$ cat config.mk
export PLATFORM = sky130hd
export DESIGN_NAME = fetch_stage
export DESIGN_NICKNAME = d
export VERILOG_FILES = /design/src/rtl/pipeline_pkg.sv /design/src/rtl/fetch_skid_buf.sv /design/src/rtl/fetch_stage.sv
export SDC_FILE = /design/constraint.sdc
export NUM_CORES = 1
export LEC_CHECK = 0
export CAP_MARGIN = 20
export CORE_MARGIN = 2
export CORE_UTILIZATION = 25
export CTS_CLUSTER_SIZE = 25
export DETAILED_ROUTE_END_ITERATION = 8
export GPL_ROUTABILITY_DRIVEN = 1
export GPL_TIMING_DRIVEN = 0
export PLACE_DENSITY = 0.53
export REMOVE_ABC_BUFFERS = 1
export SETUP_SLACK_MARGIN = 0.2
export SLEW_MARGIN = 20
export SYNTH_ARGS = -nofsm -noshare
export SYNTH_HDL_FRONTEND = slang
export SYNTH_SLANG_ARGS = --single-unit
$ cat constraint.sdc
create_clock -name clk -period 2 [get_ports clk]
set_input_delay 0.2 -clock clk [delete_from_list [all_inputs] [get_ports clk]]
set_output_delay 0.2 -clock clk [all_outputs]
set_load 0.005 [all_outputs]
$ cat src/rtl/pipeline_pkg.sv
// Shared pipeline types and constants for the fetch stage and IF/ID register.
// Latency: n/a (types and constants only).
// Backpressure: n/a.
package pipeline_pkg;

    localparam int          PIPE_XLEN    = 64;
    localparam logic [63:0] RESET_PC_DEF = 64'h0000_0000_8000_0000;
    localparam logic [31:0] NOP_INSTR    = 32'h0000_0013;

    typedef enum logic [1:0] {
        IDLE,
        WAIT_RSP,
        DROP
    } fetch_state_t;

    typedef struct packed {
        logic                 valid;
        logic [PIPE_XLEN-1:0] pc;
        logic [31:0]          instr;
    } IFID_Pipe_t;

endpackage

$ cat src/rtl/fetch_skid_buf.sv
// One-entry {pc, instr} holding register for fetch responses that land during a stall.
// Latency: a push shows as full the next cycle; pop or clear empties it the next cycle.
// Backpressure: none internally; the owner never pushes while full. Clear beats push beats pop.
module fetch_skid_buf
    import pipeline_pkg::*;
#(
    parameter int XLEN = PIPE_XLEN
) (
    input  logic            clk,
    input  logic            rst_n,
    input  logic            push,
    input  logic [XLEN-1:0] push_pc,
    input  logic [31:0]     push_instr,
    input  logic            pop,
    input  logic            clear,
    output logic            full,
    output logic [XLEN-1:0] pc,
    output logic [31:0]     instr
);

    always_ff @(posedge clk or negedge rst_n) begin
        if (!rst_n) begin
            full  <= 1'b0;
            pc    <= '0;
            instr <= NOP_INSTR;
        end else if (clear) begin
            full <= 1'b0;
        end else if (push) begin
            full  <= 1'b1;
            pc    <= push_pc;
            instr <= push_instr;
        end else if (pop) begin
            full <= 1'b0;
        end
    end

endmodule

$ cat src/rtl/fetch_stage.sv
// Instruction fetch (one outstanding imem request) plus IF/ID register; FETCH_PERF_CNT_EN adds perf counters.
// Latency: request accepted in cycle N, response N+1, IF/ID valid in N+2.
// Backpressure: stall holds PC and IF/ID, late responses park in a skid entry; redirect flushes and wins over stall.
module fetch_stage
    import pipeline_pkg::*;
#(
    parameter int            XLEN     = PIPE_XLEN,
    parameter logic [XLEN-1:0] RESET_PC = RESET_PC_DEF
) (
    input  logic            clk,
    input  logic            rst_n,
    input  logic            stall,
    input  logic            redirect_valid,
    input  logic [XLEN-1:0] redirect_pc,
    output logic            imem_req_valid,
    input  logic            imem_req_ready,
    output logic [XLEN-1:0] imem_req_addr,
    input  logic            imem_rsp_valid,
    input  logic [31:0]     imem_rsp_data,
    output IFID_Pipe_t      ifid_out,
    output logic [31:0]     perf_stall_cnt,
    output logic [31:0]     perf_flush_cnt
);

    fetch_state_t    state;
    logic [XLEN-1:0] pc;
    logic [XLEN-1:0] inflight_pc;
    logic            skid_full;
    logic [XLEN-1:0] skid_pc;
    logic [31:0]     skid_instr;

    logic rsp_hit;
    logic skid_push;
    logic skid_pop;

    assign rsp_hit   = (state == WAIT_RSP) && imem_rsp_valid;
    assign skid_push = rsp_hit && stall && !redirect_valid;
    assign skid_pop  = skid_full && !stall && !redirect_valid;

    // A full skid entry blocks issue, except on the cycle it drains into IF/ID.
    assign imem_req_valid = rst_n && (state == IDLE) && !redirect_valid && (!skid_full || !stall);
    assign imem_req_addr  = pc;

    always_ff @(posedge clk or negedge rst_n) begin
        if (!rst_n) begin
            state       <= IDLE;
            pc          <= RESET_PC;
            inflight_pc <= '0;
        end else if (redirect_valid) begin
            pc    <= redirect_pc;
            state <= (state != IDLE && !imem_rsp_valid) ? DROP : IDLE;
        end else begin
            case (state)
                IDLE: begin
                    if (imem_req_valid && imem_req_ready) begin
                        state       <= WAIT_RSP;
                        inflight_pc <= pc;
                    end
                end
                WAIT_RSP: begin
                    if (imem_rsp_valid) begin
                        pc    <= pc + XLEN'(4);
                        state <= IDLE;
                    end
                end
                DROP: begin
                    if (imem_rsp_valid) begin
                        state <= IDLE;
                    end
                end
                default: state <= IDLE;
            endcase
        end
    end

    always_ff @(posedge clk or negedge rst_n) begin
        if (!rst_n) begin
            ifid_out <= '{valid: 1'b0, pc: '0, instr: NOP_INSTR};
        end else if (redirect_valid) begin
            ifid_out.valid <= 1'b0;
            ifid_out.instr <= NOP_INSTR;
        end else if (!stall) begin
            if (skid_full) begin
                ifid_out <= {1'b1, skid_pc, skid_instr};
            end else if (rsp_hit) begin
                ifid_out <= {1'b1, inflight_pc, imem_rsp_data};
            end else begin
                ifid_out.valid <= 1'b0;
            end
        end
    end

    fetch_skid_buf #(.XLEN(XLEN)) u_skid (
        .clk        (clk),
        .rst_n      (rst_n),
        .push       (skid_push),
        .push_pc    (inflight_pc),
        .push_instr (imem_rsp_data),
        .pop        (skid_pop),
        .clear      (redirect_valid),
        .full       (skid_full),
        .pc         (skid_pc),
        .instr      (skid_instr)
    );

`ifdef FETCH_PERF_CNT_EN
    logic [31:0] stall_cnt;
    logic [31:0] flush_cnt;

    always_ff @(posedge clk or negedge rst_n) begin
        if (!rst_n) begin
            stall_cnt <= '0;
            flush_cnt <= '0;
        end else begin
            if (stall && !redirect_valid && stall_cnt != 32'hFFFF_FFFF) begin
                stall_cnt <= stall_cnt + 32'd1;
            end
            if (redirect_valid && flush_cnt != 32'hFFFF_FFFF) begin
                flush_cnt <= flush_cnt + 32'd1;
            end
        end
    end

    assign perf_stall_cnt = stall_cnt;
    assign perf_flush_cnt = flush_cnt;
`else
    assign perf_stall_cnt = '0;
    assign perf_flush_cnt = '0;
`endif

endmodule

==> results.tsv, run 1 <==
metric	value	unit
clock latency on the worst-skew pair	560	ps
Slew headroom	40.38	%
Worst-path clk slew	60	ps
Tightest Pin Transition	893.3	ps
Initial Util	25.29	%
Post-synth EDFFs	0	
Vert. Die Dim	248.3	um
depth of the CTS H-tree	2	
vias per cell	4.720	
Top FF cell, synth	dfrtp_1	
# Max-Cap Violations	0	
Vias	12174	
Setup crit start kind	flop	
vias in the first global route	11936	
top-count cell post-synth	dfrtp_1	
PwrDens	888.9	nW/um^2
CTS tree	yes	
Clock Path Buffers	3	
cts hold-fix bufs	6	
area leader, netlist	dfrtp_1	
initial antenna violation count	13	
fin crit share	105.1	%
Synth Cell Area	14930	um^2
Final nets	1878	
Synth top area share	53.15	%
num rows	89	
ys async rst share	100.0	%
syn avg cell area	11.49	um^2
Crit Path Max Fanout	7	
WL/cell	23.42	um
CP endpoint kind	flop	
GRT Total Usage	17.99	%
GP Congestion	0.7430	
Max Slew Vio Count	0	
die area	61670	um^2
P_int	15.27	mW
synthesis-stage register bit count	324	
Mapped Cells	1299	
DRT Pass-1 Iters	5	
switching power share of the total	27.91	%
Fmax	0.4758	GHz
core area	59020	um^2
Comb pwr share	21.9	%
Yosys warning total	0	
first-pass GRT wire length	80920	um
final worst setup slack	-101.8	ps
remaining antenna violation count	0	
failing checks	negative hold slack, negative setup slack	
largest net degree at the start of global routing	91	
Syn-to-layout area delta	59.64	%
commonest cells in the synthesized netlist	dfrtp_1, nand2_1, mux2_2	
post-synthesis sequential area ratio	54.38	%
fin crit period	2102	ps
ranking of synthesized cells by area	dfrtp_1, mux2_2, mux2i_1	
Setup Skew	20.21	ps
cell leakage power	10.30	nW
boundary pin count	328	
Required @ worst endpoint	2440	ps
IO Port Bufs	263	
Setup WS pre-CTS	-1285	ps
final setup vio count	110	
status	finished with violations	
Die Wd	248.3	um
initial drt markers	682	
Sw Pwr	5.913	mW
Crit Path Category	flop to flop	
Sequential Power Share	42.3	%
DR DRC count	0	
CTS root buf	clkbuf_16	
Arr. time, crit path	2540	ps
Final HPWL DP	31330	um
RSZ-0062 raised after global routing	true	
hold slack	-337.5	ps
# clock sinks	324	
final hold violations	77	
Hold/Removal Path Class	primary input to async pin	
layout cell share with drive strength beyond 1	38.69	%
Total Wirelength	60410	um
VDD IR-drop max	556.9	uV
CTS Buf Count	42	
GR Overflow Total	0	
post-synth cell types	53	
Clock power frac	35.8	%
Pwr Total	21.18	mW
-- per-stage QoR --
stage | cell area, um^2 | std cells | setup TNS, ps | util, %
after floorplan | 14390 | 1224 | -656460 | -
after global placement | 17990 | 2260 | -6974910 | 30.48
after detailed placement | 18410 | 2275 | -147020 | 31.19
after CTS | 22100 | 2512 | -3486 | 37.45
after global routing | 23820 | 2577 | -19050 | 40.36
final | 23830 | 2579 | -5075 | 40.37
-- critical path, stage by stage (launching register included) --
cell and delay [ps]:
dfrtp_1 380, inv_2 80, buf_4 110, buf_4 100, ha_4 130, nand2_4 50, a211oi_4 260, buf_6 170
nand2_8 110, buf_6 180, buf_16 140, mux2_2 260
-- kinds of logic (layout without fill, tap and decap cells) --
family                     Yosys count  count (layout)  synth area share [%]
muxes                              252             252                 18.22
and+or+nand+nor                    347             355                 12.02
xor gates and xnor gates            42              42                 2.465
DFF                                324             324                 54.38
AOI/OAI and AO/OA                  183             183                 7.243
other                                1              66               0.02512
buffers and inverters              147             581                 5.390
adders and majority gates            3               3                0.2515
-- sequential cells by signal (all words and copies together), names as in the netlist --
signal / flops
ifid_out: 97
imem_req_addr: 64
u_skid.pc: 64
state: 2
u_skid.instr: 32
inflight_pc: 64
u_skid.full: 1
-- layout by cell type, fill, tap and decap left out, types with 10 or more instances in the layout --
cell	instances
mux2i_1	94
o21ai_0	66
nand3_1	16
conb_1	64
buf_12	19
nor3_1	16
buf_16	24
o21ai_2	31
nor2b_1	10
o31ai_4	19
clkbuf_16	59
xnor2_1	13
xor2_1	26
clkbuf_8	10
nor4_4	16
nand2_4	39
clkdlybuf4s50_1	212
buf_4	111
mux2_2	148
dfrtp_2	52
nand2_1	110
nor2_1	17
nand2_2	23
nand4_1	39
dlygate4sd2_1	44
dfrtp_1	264
buf_6	50
mux2_4	10
o21ai_1	25
-- path summary, 6_finish.rpt --
check	start	to	slack, ps	cells after the start
max in group asynchronous	rst_n	imem_req_addr[19]$_DFFE_PN0N_	1360	2
setup reg to reg	state[1]$_DFFE_PN0P_	inflight_pc[40]$_DFFE_PN0P_	-100	11
min in group clk	redirect_valid	imem_req_addr[62]$_DFFE_PN0N_	60	2
setup / recovery	state[1]$_DFFE_PN0P_	inflight_pc[40]$_DFFE_PN0P_	-100	11
hold / removal	rst_n	u_skid.instr[29]$_DFFE_PN0P_	-340	1
hold reg to reg	ifid_out[68]$_DFFE_PN0P_	ifid_out[68]$_DFFE_PN0P_	470	2
-- metal layers --
layer  part of all wire, %  track usage, %  wire [um]  vias to the layer above
met2                    46           28.23      27940                      329
li1                      -               -          -                     5499
met5                  0.23               0        141                        -
met3                   6.3           5.311       3830                      101
met1                    45           23.89      27040                     6223
met4                   2.4           5.427       1452                       22
-- repair_timing --
item,in CTS,in global routing
pin swaps,53,117
gates cloned,22,18
endpoints found under the hold margin,84,77
setup buffers,134,47
resized for setup,236,257
setup endpoints to repair,351,288
-- power groups by stage --
stage	logic, mW	clock network [mW]	registers [mW]
5_1_grt	5.07	8.11	9.13
2_1_floorplan	1.56	0	8.82
4_1_cts	4.21	7.83	8.85
3_5_place_dp	3.56	0	9.05
6_report	4.65	7.58	8.95
3_3_place_gp	3.45	0	9.01
-- layout make-up --
type	count	area [um^2]
Tap cell	773	967.2
Timing Repair Buffer	497	5673
Inverter	9	33.78
Sequential cell	324	8185
Clock inverter	15	145.1
Fill cell	5619	35190
Multi-Input combinational cell	899	7579
Clock buffer	60	1240
Antenna cell	2	5.005
No activity file was read; power rests on OpenSTA's default activity.
==> run 2, diff against run 1 <==
- PLACE_DENSITY: 0.53 -> unset
- SKIP_CTS_REPAIR_TIMING: unset -> 1
- clock period: 2 -> 1.85 ns (I/O delays scaled with it)
==> run 2 against run 1 <==
  * The run still ends with negative hold slack, negative setup slack left
  * Routed wire length is 21% lower
  * First-iteration DRC count is 30% lower
  * Cell area is 11% lower
  * Via count is 7.9% lower
  * Clock power is 11% higher
  * Utilization is 4.5 points lower
  * Power is 4.4% higher
  * Worst setup slack worse by 310 ps
  * Global-route usage is 3.7 points lower
  * Sequential cell count stayed put
  * Combinational power is 12% lower
  * Highest routed layer unchanged
==> results.tsv, run 2 (synthesized netlist as in run 1, its figures left out) <==
metric	value	unit	change
Final HPWL DP	31070	um	was 31330 um
final hold violations	67		was 77
VDD IR-drop max	624.6	uV	was 556.9 uV
crit path capture	imem_req_addr[51]$_DFFE_PN0N_		was inflight_pc[40]$_DFFE_PN0P_
# Max-Cap Violations	0		unchanged
fin crit period	2263	ps	was 2102 ps
CTS tree	yes		unchanged
Die Wd	248.3	um	unchanged
DR DRC count	0		unchanged
final setup vio count	261		was 110
PwrDens	1044	nW/um^2	was 888.9 nW/um^2
DRT Pass-1 Iters	5		unchanged
Hold/Removal Path Class	primary input to async pin		unchanged
max FFs per register	97		unchanged
Initial Util	25.29	%	unchanged
Crit Path Max Fanout	4		was 7
core area	59020	um^2	unchanged
failing checks	negative hold slack, negative setup slack		unchanged
Final nets	1762		was 1878
Required @ worst endpoint	2310	ps	was 2440 ps
vias in the first global route	10896		was 11.94k
Arr. time, crit path	2720	ps	was 2540 ps
cell leakage power	8.922	nW	was 10.30 nW
most common cell after layout, fill and taps aside	dfrtp_1		unchanged
Placed Instances	2274		was 2275
CP endpoint kind	flop		unchanged
initial drt markers	480		was 682
largest net degree at the start of global routing	91		unchanged
Clock Path Buffers	3		unchanged
RR Startpoint	state[1]$_DFFE_PN0P_		unchanged
post-route cell area	21200	um^2	was 23830 um^2
most frequent cells in the layout	dfrtp_1, clkdlybuf4s50_1, nand2_1		was dfrtp_1, clkdlybuf4s50_1, mux2_2
GR Overflow Total	0		unchanged
IO Port Bufs	263		unchanged
num rows	89		unchanged
Total Wirelength	47930	um	was 60410 um
layout cell share with drive strength beyond 1	26.81	%	was 38.69%
status	finished with violations		unchanged
hold slack	-383.1	ps	was -337.5 ps
remaining antenna violation count	0		unchanged
clock latency on the worst-skew pair	560	ps	about the same
Top reg by flops	ifid_out		unchanged
Tightest Pin Transition	889.3	ps	was 893.3 ps
Syn-to-layout area delta	42.01	%	was 59.64%
Crit Path Category	flop to flop		unchanged
DP Area	18390	um^2	was 18410 um^2
RSZ-0062 raised after global routing	true		unchanged
initial antenna violation count	10		was 13
boundary pin count	328		unchanged
GRT Total Usage	14.33	%	was 17.99%
# clock sinks	324		unchanged
depth of the CTS H-tree	2		unchanged
CTS Buf Count	40		was 42
Setup WS pre-CTS	-1463	ps	was -1285 ps
Vert. Die Dim	248.3	um	unchanged
r2r worst-path depth	9		was 11
Setup Skew	23.76	ps	was 20.21 ps
first-pass GRT wire length	67320	um	was 80920 um
worst reg2reg endpoint	imem_req_addr[51]$_DFFE_PN0N_		was inflight_pc[40]$_DFFE_PN0P_
FILL cells	5855		was 5619
Max Slew Vio Count	0		unchanged
Fmax	0.4420	GHz	was 0.4758 GHz
vias per cell	4.558		was 4.720
register-to-register setup slack	-410	ps	was -100 ps
Worst-path clk slew	60	ps	about the same
Vias	11218		was 12.17k
die area	61670	um^2	unchanged
Slew headroom	40.65	%	was 40.38%
Final Non-Filler Cells	2461		was 2579
Setup crit start kind	flop		unchanged
WL/cell	19.48	um	was 23.42 um
beginning of the critical path	state[1]$_DFFE_PN0P_		unchanged
CTS root buf	clkbuf_16		unchanged
GP Congestion	0.7520		was 0.7430
final worst setup slack	-412.6	ps	was -101.8 ps
fin crit share	122.3	%	was 105.1%
-- run 2: cell count changes in the layout (fill, tap and decap cells not counted), moves of 15 or more --
cell and change:
buf_16 -15, buf_4 -22, buf_6 -32, clkdlybuf4s50_1 +44, dlygate4sd2_1 -44, nand2_1 +58
nand2_2 -19, nand2_4 -38, o21ai_0 +47, o21ai_1 -16, o21ai_2 -31, o31ai_1 +21
o31ai_4 -19
-- run 2: power by group --
| part | internal (mW) | leakage, nW | total (mW) | switching, mW |
|---|---|---|---|---|
| registers | 8.60 | 4.11 | 9.62 | 1.02 |
| clock network | 5.22 | 0.677 | 8.40 | 3.18 |
| logic | 2.49 | 4.13 | 4.10 | 1.61 |
-- run 2: worst max-delay path, cell delays in order, from the launching register on --
cell     delay, ps
dfrtp_1        380
inv_2          100
ha_4           150
nand4_1        110
buf_6          160
nor4_4         330
buf_6          160
nand4_1        250
or3_1          390
a31oi_1        160
-- run 2: per-stage QoR --
step / power (mW) / setup TNS [ps] / util [%] / hold WS (ps)
floorplan: 11.22 / -699810 / - / -110.6
global placement: 13.46 / -6989790 / 30.48 / 457.9
detailed placement: 13.60 / -214810 / 31.16 / 180.2
CTS: 22.19 / -142180 / 33.54 / -414.0
global route: 23.34 / -56650 / 35.90 / -368.1
finish: 22.12 / -32840 / 35.91 / -383.1
-- run 2: layout make-up --
class	instances	area [um^2]	share of cell area, %
multi-input cells	893	6630	31.28
well taps	773	967.2	4.563
clock buffers	56	1162	5.484
inverters	9	33.78	0.1594
diodes	2	5.005	0.02361
flip-flops and latches	324	8168	38.54
clock inverters	15	242.7	1.145
repair buffers	389	3986	18.81
-- run 2: how the worst min path moves through the flow --
stage                            startpoint                      endpoint  slack (ps)
floorplan                             rst_n      ifid_out[10]$_DFFE_PN0P_        -110
global placement    ifid_out[7]$_DFFE_PN0P_       ifid_out[7]$_DFFE_PN0P_         460
detailed placement                    rst_n   u_skid.instr[3]$_DFFE_PN0P_         180
CTS                                   rst_n      ifid_out[12]$_DFFE_PN0P_        -410
global route                          rst_n      ifid_out[12]$_DFFE_PN0P_        -370
finish                                rst_n  u_skid.instr[17]$_DFFE_PN0P_        -380
-- run 2: metal layers --
layer / vias up / global-route usage [%] / part of all wire, %
li1: 5217 / - / -
met5: - / 0 / 0.22
met4: 16 / 4.657 / 2.5
met1: 5630 / 18.85 / 45
met3: 87 / 4.611 / 6.9
met2: 268 / 22.26 / 45
==> patch (settings of run 2) <==
Build with the macro `FETCH_PERF_CNT_EN` defined.
--- a/src/rtl/fetch_stage.sv
+++ b/src/rtl/fetch_stage.sv
@@ -3,2 +3,4 @@
 // Backpressure: stall holds PC and IF/ID, late responses park in a skid entry; redirect flushes and wins over stall.
+`define FETCH_PERF_CNT_EN
+
 module fetch_stage
Function: changed (Yosys sat finds a counterexample within 4 cycles, from zero or initial values and one cycle with rst_n low).
==> patch against run 2 <==
Synthesized area is 18% higher. Cell area is 23% higher. Critical path type unchanged. Non-clock buffer count is 70 higher. Routed wire length is 27% higher. Cell count is 20% higher. Largest power group unchanged. Power is 19% higher. The flow still finishes with violations (negative hold slack, negative setup slack). Setup slack worse by 320 ps. Largest cell class unchanged. Sequential cell count is 64 higher. Core utilization is 1.4 points higher.
==> patch: results (changes against run 2) <==
<table>
<tr><th>Metric</th><th>Value</th></tr>
<tr><th colspan="2">Layout</th></tr>
<tr><td>Number of antenna diodes</td><td>0 (was 2)</td></tr>
<tr><td>Portion of the layout cell area used by clock cells</td><td>0.0627 (was 0.0663)</td></tr>
<tr><td>Clock buffer instance count of the final layout</td><td>66 (was 56)</td></tr>
<tr><td>Sequential fraction of total cell area</td><td>0.374 (was 0.385)</td></tr>
<tr><td>Ratio of cells with drive above 1 in the final layout</td><td>0.262 (was 0.268)</td></tr>
<tr><td>Final-layout non-clock buffer area share</td><td>0.194 (was 0.188)</td></tr>
<tr><td>Non-clock buffer instance count of the final layout</td><td>459 (was 389)</td></tr>
<tr><th colspan="2">Routing</th></tr>
<tr><td>Average wire per cell in the routed design</td><td>20.6 um (was 19.5 um)</td></tr>
<tr><td>Starting DRC count in detailed routing</td><td>983 (was 480)</td></tr>
<tr><td>Post-DR vias/cell</td><td>4.78 (was 4.56)</td></tr>
<tr><td>Total routed wirelength</td><td>60.7 mm (was 47.9 mm)</td></tr>
<tr><th colspan="2">STA</th></tr>
<tr><td>Final worst-path setup slack</td><td>-732 ps (was -413 ps)</td></tr>
<tr><td>Minimum hold slack</td><td>-179 ps (was -383 ps)</td></tr>
<tr><td>Final hold viol count</td><td>176 (was 67)</td></tr>
<tr><td>Setup violation total in the final timing report</td><td>335 (was 261)</td></tr>
<tr><th colspan="2">Critical path</th></tr>
<tr><td>Slowest cell on the critical path</td><td>sky130_fd_sc_hd__or4_4 (was sky130_fd_sc_hd__or3_1)</td></tr>
<tr><th colspan="2">Placement</th></tr>
<tr><td>Port bufs</td><td>327 (was 263)</td></tr>
<tr><td>Placed wire-length estimate after detailed placement</td><td>39.1 mm (was 31.1 mm)</td></tr>
<tr><td>Placement Cell Area</td><td>22100 um^2 (was 18400 um^2)</td></tr>
<tr><td>Minimum setup slack after placement</td><td>-1490 ps (was -1460 ps)</td></tr>
<tr><th colspan="2">Run status</th></tr>
<tr><td>Violated checks</td><td>negative hold slack, negative setup slack (unchanged)</td></tr>
<tr><td>Outcome</td><td>finished with violations (unchanged)</td></tr>
<tr><th colspan="2">Global route</th></tr>
<tr><td>Via count of the first global-routing pass</td><td>13737 (was 10896)</td></tr>
<tr><th colspan="2">Synth</th></tr>
<tr><td>Area share of the leading cell type in the synthesized netlist</td><td>0.542 (was 0.531)</td></tr>
<tr><th colspan="2">Power and ir drop</th></tr>
<tr><td>Combinational gate power</td><td>4940 uW (was 4100 uW)</td></tr>
</table>
[patch: cell count changes in the layout (fill, tap and decap cells not counted), sizes merged, moves of 16 or more]
cell and delta:
xnor2 +49, clkdlybuf4s50 +68, or4 +18, nand2 +25, nor2 +16, conb -64
nand3 +35, dfrtp +64
[patch: logic make-up (layout without fill, tap and decap cells)]
group,Yosys count,count (layout),synth area share
flops,388,388,0.552
buf+inv,104,555,0.0223
compound gates,190,190,0.0639
xor+xnor,101,101,0.0503
mux,259,259,0.158
fa+ha+maj,5,5,0.00356
simple gates,511,514,0.149
[patch: per-stage QoR]
stage,utilization,setup TNS (ps)
2_1_floorplan,-,-748260
3_3_place_gp,0.311,-9314690
3_5_place_dp,0.316,-342410
4_1_cts,0.340,-278650
5_1_grt,0.373,-104490
6_report,0.373,-73140
[patch: per-layer routing]
layer,track usage,part of all wire,vias up
met5,0,0.00068,-
met4,0.0389,0.023,6
met3,0.0355,0.053,85
met2,0.246,0.48,377
met1,0.196,0.44,7206
li1,-,-,6451
